==> src/rtl/seq_divider.sv <==
// Multi-cycle restoring divider: one quotient bit per clock, signed/unsigned per operation,
// divide-by-zero flagged, start/ready/valid handshake.
module seq_divider #(
  parameter int WIDTH = 32,
  parameter int CNT_W = $clog2(WIDTH + 1)
) (
  input  logic             clk,
  input  logic             rst_n,
  input  logic             start,
  input  logic             signed_op,
  input  logic [WIDTH-1:0] dividend,
  input  logic [WIDTH-1:0] divisor,
  output logic             ready,
  output logic             valid,
  output logic [WIDTH-1:0] quotient,
  output logic [WIDTH-1:0] remainder,
  output logic             dbz
);

  typedef enum logic [1:0] {IDLE, CALC, FINISH, DONE} state_t;

  state_t           state, state_nxt;
  logic [CNT_W-1:0] cnt;
  logic [WIDTH:0]   rem;
  logic [WIDTH-1:0] work;
  logic [WIDTH-1:0] dmag;
  logic             neg_q, neg_r, dbz_l;
  logic [WIDTH+1:0] shifted, trial;
  logic             borrow;
  logic             accept;

  function automatic logic [WIDTH-1:0] magnitude(input logic signed [WIDTH-1:0] x,
                                                 input logic sgn);
    return (sgn && x[WIDTH-1]) ? -x : x;
  endfunction

  function automatic logic [WIDTH-1:0] apply_sign(input logic [WIDTH-1:0] x, input logic neg);
    return neg ? -x : x;
  endfunction

  assign accept = (state == IDLE) && start;

  // One restoring step: shift in the next dividend bit, trial-subtract, borrow decides restore.
  always_comb begin
    shifted = {rem, work[WIDTH-1]};
    trial   = shifted - {2'b00, dmag};
    borrow  = trial[WIDTH+1];
  end

  always_comb begin
    state_nxt = state;
    ready     = 1'b0;
    valid     = 1'b0;
    case (state)
      IDLE: begin
        ready = 1'b1;
        if (start) state_nxt = (divisor == '0) ? FINISH : CALC;
      end
      CALC:    if (cnt == CNT_W'(WIDTH - 1)) state_nxt = FINISH;
      FINISH:  state_nxt = DONE;
      DONE: begin
        valid     = 1'b1;
        state_nxt = IDLE;
      end
      default: state_nxt = IDLE;
    endcase
  end

  always_ff @(posedge clk) begin
    if (!rst_n) begin
      state     <= IDLE;
      cnt       <= '0;
      quotient  <= '0;
      remainder <= '0;
      dbz       <= 1'b0;
    end else begin
      state <= state_nxt;
      if (accept)              cnt <= '0;
      else if (state == CALC)  cnt <= cnt + 1'b1;
      // Sign fix-up and result write; outputs then hold until the next result.
      if (state == FINISH) begin
        quotient  <= dbz_l ? '1   : apply_sign(work, neg_q);
        remainder <= dbz_l ? work : apply_sign(rem[WIDTH-1:0], neg_r);
        dbz       <= dbz_l;
      end
    end
  end

  // Working registers carry no reset; they are always reloaded on acceptance.
  always_ff @(posedge clk) begin
    if (accept) begin
      rem   <= '0;
      dbz_l <= (divisor == '0);
      neg_q <= signed_op && (dividend[WIDTH-1] ^ divisor[WIDTH-1]);
      neg_r <= signed_op && dividend[WIDTH-1];
      dmag  <= magnitude(divisor, signed_op);
      work  <= (divisor == '0) ? dividend : magnitude(dividend, signed_op);
    end else if (state == CALC) begin
      rem   <= borrow ? shifted[WIDTH:0] : trial[WIDTH:0];
      work  <= {work[WIDTH-2:0], ~borrow};
    end
  end

endmodule

==> config.mk <==
export PLATFORM = sky130hd
export DESIGN_NAME = seq_divider
export DESIGN_NICKNAME = d
export VERILOG_FILES = /design/src/rtl/seq_divider.sv
export SDC_FILE = /design/constraint.sdc
export NUM_CORES = 1
export LEC_CHECK = 0
export BUFFER_PORTS_ARGS = -buffer_cell sky130_fd_sc_hd__buf_4
export CORE_MARGIN = 8
export CORE_UTILIZATION = 40
export CTS_CLUSTER_DIAMETER = 150
export DETAILED_ROUTE_END_ITERATION = 6
export GPL_ROUTABILITY_DRIVEN = 1
export SLEW_MARGIN = 15
export SYNTH_ARGS = -nofsm -noshare
export SYNTH_HDL_FRONTEND = slang
export SYNTH_SLANG_ARGS = --single-unit
==> constraint.sdc <==
create_clock -name clk -period 9.61 [get_ports clk]
set_clock_uncertainty 0.1 [all_clocks]
set_input_delay 1.4415 -clock clk [delete_from_list [all_inputs] [get_ports clk]]
set_output_delay 1.4415 -clock clk [all_outputs]
set_load 0.02 [all_outputs]
-- Word-level counts from Yosys, hierarchy flattened
Cells that the tools add are included.
- word-level logic and storage cells: 51
- bits of input ports: 68
- flip-flop bits (word level): 173
- reductions and logical operators: 9
- mux-type cells: 16
- add/sub/neg operators: 6
- bitwise operators: 3
- equal/unequal tests: 6
- operators with widths (cell ; count):
    32-bit 2-to-1 mux ; 9
    32-bit negator ; 4
    34-bit by 32-bit subtractor with 34-bit output ; 1
    33-bit 2-to-1 mux ; 1
    32-bit zero test ; 1
    2-bit one-hot mux with 4 select lines ; 1
    6-bit by 1-bit adder with 6-bit output, second input constant ; 1
    6-bit by 5-bit == test with 1-bit output, second input constant ; 1
    2-bit 2-to-1 mux ; 3
    2-bit == test, second input constant ; 2
    1-bit logical AND ; 4
    2-bit != test, second input constant ; 2
    2-bit by 1-bit == test with 1-bit output, second input constant ; 1
    2-bit zero test ; 1
    1-bit 2-to-1 mux ; 2
    1-bit NOT ; 2
    2-bit AND reduction ; 1
    2-bit nonzero test ; 1
    2-bit OR reduction ; 1
    1-bit XOR ; 1

-- Longest topological paths before layout
Gate-level depths: netlist of the first run.
- depth after elaboration: 4
- mapped depth: 12
- mapped depth without buffers: 11

-- Worst setup path before layout of the first run
Ideal clock, no wire load.
- kind: input port to flip-flop
- start: in start
- end: reg work[0], enable pin
- arrival time: 3.823 ns
- slack: 5.285 ns
- cell stages on the path: 6
- library setup time: 0.402 ns
- data required time: 9.108 ns
- cells stage by stage: nand2_1 clkbuf_1 clkinv_1 nor2_1 clkbuf_1 inv_1
- cells in the longest elaborated chain, start to end: 2
- RTL lines (element ; RTL line ; text):
    from (decl) ; 9 ; input logic start,
    1-bit logical AND ; 41 ; assign accept = (state == IDLE) && start;
    named net accept ; 30 ; logic accept;
    2-bit nonzero test (no line) ; - ;
    to (signal assigned) ; 97 ; work <= (divisor == '0) ? dividend : magnitude(dividend, signed_op);
    to (signal assigned) ; 100 ; work <= {work[WIDTH-2:0], ~borrow};
    to (decl) ; 25 ; logic [WIDTH-1:0] work;
The timed path passes the listed nets, and every way through them passes these cells.
A chain may end at the register's enable or synchronous reset.

-- Worst setup path after layout of the first run
- start: in divisor[9]
- end: reg work[5] (data pin)
- cells in the longest elaborated chain, start to end: 3
- RTL lines (element ; RTL line ; text):
    from (decl) ; 12 ; input logic [WIDTH-1:0] divisor,
    32-bit zero test ; 97 ;
    32-bit 2-to-1 mux ; 97 ;
    32-bit 2-to-1 mux ; 91 ; if (accept) begin
Every way passes these cells.

==> impl_metrics.toml, run 1 <==
[clock_tree]
clk_latency_ns = 0.44
clkTransAtPathRegs_ns = 0.07
ctsHoldBuffers = 0
ctsHtreeMaxLevel = 4
post-cts-setup-buffers = 0
cts.sinks = 173
clockBufferDepth = 2
numCtsBuffers = 17
cts_root_buffer = "clkbuf_16"
post_cts_resized = 0
cts_tree = "done"

[route]
ant_nets = 0
viasPerCell = 5.38
wl_met3_um = 1670
finalWirelength_um = 30600
vias = 9765
dr.first_iter.drc_count = 593
dr_wl_met2_um = 13600
top_layer_used = "met4"
drc = 0
wl_met1_um = 15000
wl_per_cell_um = 16.9
drt-pass1-iter-count = 5

[yosys]
ys.warnings.count = 0
synth_top_cell_by_area = "dfxtp_1"
postSynthCellCount = 1336
ys_types = 63
syn_area_um2 = 11200
synthFlopType = "dfxtp_1"
synth_top_cell_area_share_pct = 18.9
synth_most_common_cell = "nand2_1"
synthTopCellsByCount = "nand2_1, o21ai_0, nor2_1, dfxtp_1, xnor2_1"
synth-seq-cells = 173
synth_nets = 1446
async_flop_share_pct = 0
synth_edf_count = 67
yosysSeqAreaShare_pct = 36.8
syn_avg_cell_area_um2 = 8.41
synth_area_leaders = "dfxtp_1, edfxtp_1, xnor2_1"

[floorplan]
die_h_um = 184
die-area_um2 = 33700
coreArea_um2 = 27700
die_w_um = 184
rows = 61
ios = 135
start_util_pct = 40.6

[timing]
finalSetupTns_ns = 0
hold_viol_final = 0
whs_ns = 0.390
rsz0062_at_grt = "no"
slew_headroom_pct = 27.2
setup_viol = 0
slew_viol_final = 0
fin_crit_ns = 4.37
max_freq_mhz = 229
post-route-period-util_pct = 45.4
setup_ws_ns = 5.24
worstMarginPinSlew_ns = 1.09

[global_routing]
antenna_found_initial = 1
grt_usage_pct = 17.9
grt_pass1_wl_um = 49400
grt_pass1_vias = 9402
overflow = 0
grt_max_degree = 86

[setup_path]
crit_slowest_cell = "or4_1"
worstPathArrival_ns = 4.41
path_max_fanout = 10
worstPathRequired_ns = 9.65
end_kind = "register"
crit_chain = "buf_4 -> or4_1 -> or4_1 -> nor4b_2 -> and3b_1 -> nand2b_1 -> a21oi_1 -> xnor2_1 -> o21ai_0"
slowest_delay_ns = 0.57
cpMostUsedCell = "or4_1"
cp-start-kind = "primary input"
worstSetupPathType = "primary input to register"

[power]
worst_ir_drop_vdd_v = 0.000159
powerDensity_nw_per_um2 = 338
p_leak_nw = 5.28

[final_layout]
nets = 1533
insertedDiodeCount = 0
multi_input_area_um2 = 6590
final_cells = 1814
nFillCells = 2719
drive_gt1_share_pct = 13.4
area_growth_pct = 17.1
seqCellArea_um2 = 4130

[placed_design]
place.detailed.hpwl_um = 23100
place_inst = 1782
io_buffer_count = 134
place_ws_ns = 4.83
routabilityCongestion = 0.891

[hold_path]
hold_class = "register to register"

[flow_run]
cap_viol_max_count = 0

[run_status]
status = "completed"
==> power by group <==
part / internal, mW / switching [mW] / total [mW]
combinational: 0.927 / 1.33 / 2.26
clock: 0.448 / 0.314 / 0.762
sequential: 1.09 / 0.337 / 1.42
total: 2.46 / 1.98 / 4.45
==> layout by cell type, fill, tap and decap left out, types with 22 or more instances in the layout <==
master and count:
a21oi_1 58, mux2i_1 43, ha_1 40, edfxtp_1 67, xor2_1 69, nand2b_1 22
inv_1 62, nand2_1 162, xnor2_1 78, o21ai_0 132, o22ai_1 28, o31ai_1 31
nor2_1 115, dfxtp_1 106, buf_4 144
==> layout make-up <==
cell class / instances / share of cell area (%)
Timing Repair Buffer: 144 / 8.22
Sequential cell: 173 / 31.4
Multi-Input combinational cell: 1024 / 50.1
Clock inverter: 14 / 1.53
Clock buffer: 18 / 3.34
Tap cell: 378 / 3.60
Inverter: 63 / 1.80
==> worst max-delay path, delay by kind of cell <==
family | cells | cell delay, ns
xor gates and xnor gates | 1 | 0.16
and+or+nand+nor | 5 | 2.45
buffers and inverters | 1 | 0.12
AOI/OAI and AO/OA | 2 | 0.22
==> per-layer routing <==
layer / track usage (%) / up-vias
li1: - / 4968
met1: 25.0 / 4507
met2: 28.7 / 263
met3: 2.61 / 27
met4: 4.62 / 0
met5: 0 / -
==> worst paths after layout <==
kind | slack [ns] | cells after the start | endpoint | startpoint
max | 5.24 | 9 | work[5] | divisor[9]
min | 0.39 | 1 | quotient[29] | quotient[29]
max reg2reg | 6.09 | 11 | rem[1] | work[31]
min reg2reg | 0.39 | 1 | quotient[29] | quotient[29]
==> cell families after synthesis <==
group                      Yosys count  share of synthesized area [%]
muxes                               43                           3.83
and+or+nand+nor                    425                           17.8
DFF                                173                           36.8
buffers and inverters              139                           4.75
AOI/OAI and AO/OA                  366                           20.6
xor gates and xnor gates           148                           11.5
adders and majority gates           42                           4.74
==> state kept, by name (all words and copies together), names as in the netlist, 2 cells and up <==
signal and count:
dmag 32, quotient 32, state 2, work 32
remainder 32, cnt 6, rem 33
==> through the flow <==
stage,utilization (%),area [um2],power (mW)
floorplan,-,11200,3.00
global placement,45.2,12500,3.66
detailed placement,45.2,12500,3.69
CTS,47.5,13200,4.46
global route,47.5,13200,4.79
finish,47.5,13200,4.45
Note: power is estimated with default switching activity, not from simulation.
==> inputs of run 2 (changes only) <==
==> constraint.sdc (replaced) <==
create_clock -name clk -period 4.3 [get_ports clk]
set_clock_uncertainty 0.1 [all_clocks]
set_input_delay 0.645 -clock clk [delete_from_list [all_inputs] [get_ports clk]]
set_output_delay 0.645 -clock clk [all_outputs]
set_load 0.02 [all_outputs]
==> impl_metrics.toml, run 2 (synthesized netlist as in run 1, its figures left out) <==
[global_routing]
grt_usage_pct = 18.0
grt_util_met3_pct = 3.02
grt_pass1_vias = 9454
grt_max_degree = 85
antenna_found_initial = 0
grt_pass1_wl_um = 49300
met2_usage_pct = 29.5
grt-busiest-layer = "met2"
overflow = 0
met1_usage_pct = 24.3

[clock_tree]
post-cts-setup-buffers = 0
ctsHoldBuffers = 0
cts_tree = "done"
cts.sinks = 173
cts_root_buffer = "clkbuf_16"
ctsHtreeMaxLevel = 4
post_cts_resized = 0
numCtsBuffers = 17
clk_latency_ns = 0.43
clockBufferDepth = 2
clkTransAtPathRegs_ns = 0.07

[setup_path]
slowest_delay_ns = 0.58
timing.rr.start = "work[31]"
crit_family = "simple AND/OR/NAND/NOR gates"
r2r_cells = 12
cp-start-kind = "primary input"
worstSetupPathType = "primary input to register"
crit_slowest_cell = "or4_1"
path_max_fanout = 10
cpMostUsedCell = "or4_1"
worstPathRequired_ns = 4.35
end_kind = "register"
crit_chain = "buf_4 -> or4_1 -> or4_1 -> nor4b_2 -> and3b_1 -> nand2b_1 -> a21oi_1 -> xnor2_1 -> o21ai_0"
r2r_end = "rem[1]"
rrSetupSlack_ns = 0.99
path_buf_inv = 1
worstPathArrival_ns = 3.49

[final_layout]
regMostFlops = "rem"
area_growth_pct = 17.1
drive_gt1_share_pct = 13.6
final_cell_mix = "nand2_1, buf_4, o21ai_0"
insertedDiodeCount = 0
layout_commonest_cell = "nand2_1"
nets = 1536
largest_register_ffs = 33

[power]
switchingPower_mw = 4.46
pwr-share-seq_pct = 32.1
swShare_pct = 45.2
internal_power_mw = 5.42
powerDensity_nw_per_um2 = 751
p_comb_share_pct = 51.6
worst_ir_drop_vdd_v = 0.000412
p_leak_nw = 5.28
clockPowerShare_pct = 16.3

[floorplan]
ios = 135
die-area_um2 = 33700
rows = 61
die_h_um = 184
die_w_um = 184
start_util_pct = 40.6
coreArea_um2 = 27700

[timing]
slew_headroom_pct = 27.3
worstMarginPinSlew_ns = 1.09
rsz0062_at_grt = "no"
hold_viol_final = 0
max_freq_mhz = 291
whs_ns = 0.336
slew_viol_final = 0
fin_crit_ns = 3.43
finalSetupTns_ns = 0
post-route-period-util_pct = 79.8
setup_viol = 0

[hold_path]
min_to = "dmag[0]"
hp-start = "divisor[0]"
min_delay_path_depth = 1
hold_class = "primary input to register"

[placed_design]
place.detailed.hpwl_um = 23200
io_buffer_count = 134
routabilityCongestion = 0.932

[route]
drc = 0
drt-pass1-iter-count = 6
dr.first_iter.drc_count = 633
wl_per_cell_um = 16.9
vias = 9848
finalWirelength_um = 30600
viasPerCell = 5.42
ant_nets = 0

[run_status]
status = "completed"

[flow_run]
cap_viol_max_count = 0
run 2: cell types whose count changed in the layout (fill, tap and decap cells not counted):
cell / previous run / this run
clkbuf_1: 0 / 1
clkinv_1: 2 / 1
clkbuf_8: 1 / 0
inv_8: 1 / 2
clkinv_8: 0 / 1
bufinv_16: 4 / 2
buf_4: 144 / 146
inv_6: 5 / 6
inv_4: 1 / 0
buf_12: 0 / 1
clkinvlp_4: 1 / 2
run 2: through the flow:
stage	instance area (um2)	utilization [%]	power [mW]	worst slack, ns	cells
after detailed placement	12500	45.3	8.29	0.490	1785
final	13200	47.5	9.88	0.867	1817
after CTS	13200	47.5	9.90	0.943	1817
after global routing	13200	47.5	10.6	0.766	1817
after floorplan	11200	-	6.71	0.636	1336
after global placement	12500	45.3	8.22	0.584	1785
run 2: routing by layer:
layer  share of wire, %  up-vias
li1                   -     4969
met4                1.2        0
met3                5.3       32
met2                 46      245
met5                  0        -
met1                 48     4602
run 2: worst max path at each step:
stage | startpoint | to | slack [ns] | cells past startpoint
finish | divisor[9] | work[4] | 0.87 | 9
global route | divisor[9] | work[25] | 0.77 | 9
CTS | divisor[9] | work[25] | 0.94 | 9
detailed placement | divisor[9] | work[4] | 0.49 | 9
global placement | divisor[9] | work[22] | 0.58 | 9
floorplan | state[0] | work[0] | 0.64 | 8
run 2: power groups by stage:
stage	clock [mW]	sequential, mW	combinational, mW
detailed placement	0	3.20	5.09
CTS	1.63	3.16	5.11
global placement	0	3.18	5.03
global route	1.69	3.27	5.67
floorplan	0	3.13	3.58
finish	1.61	3.17	5.10
run 2: area by class of cell:
cell class	instances	area [um2]
repair buffers	147	1120
inverters	63	236
well taps	378	473
clock buffers	18	429
clock inverters	14	175
fillers	2706	14600
flip-flops and latches	173	4130
multi-input cells	1024	6590
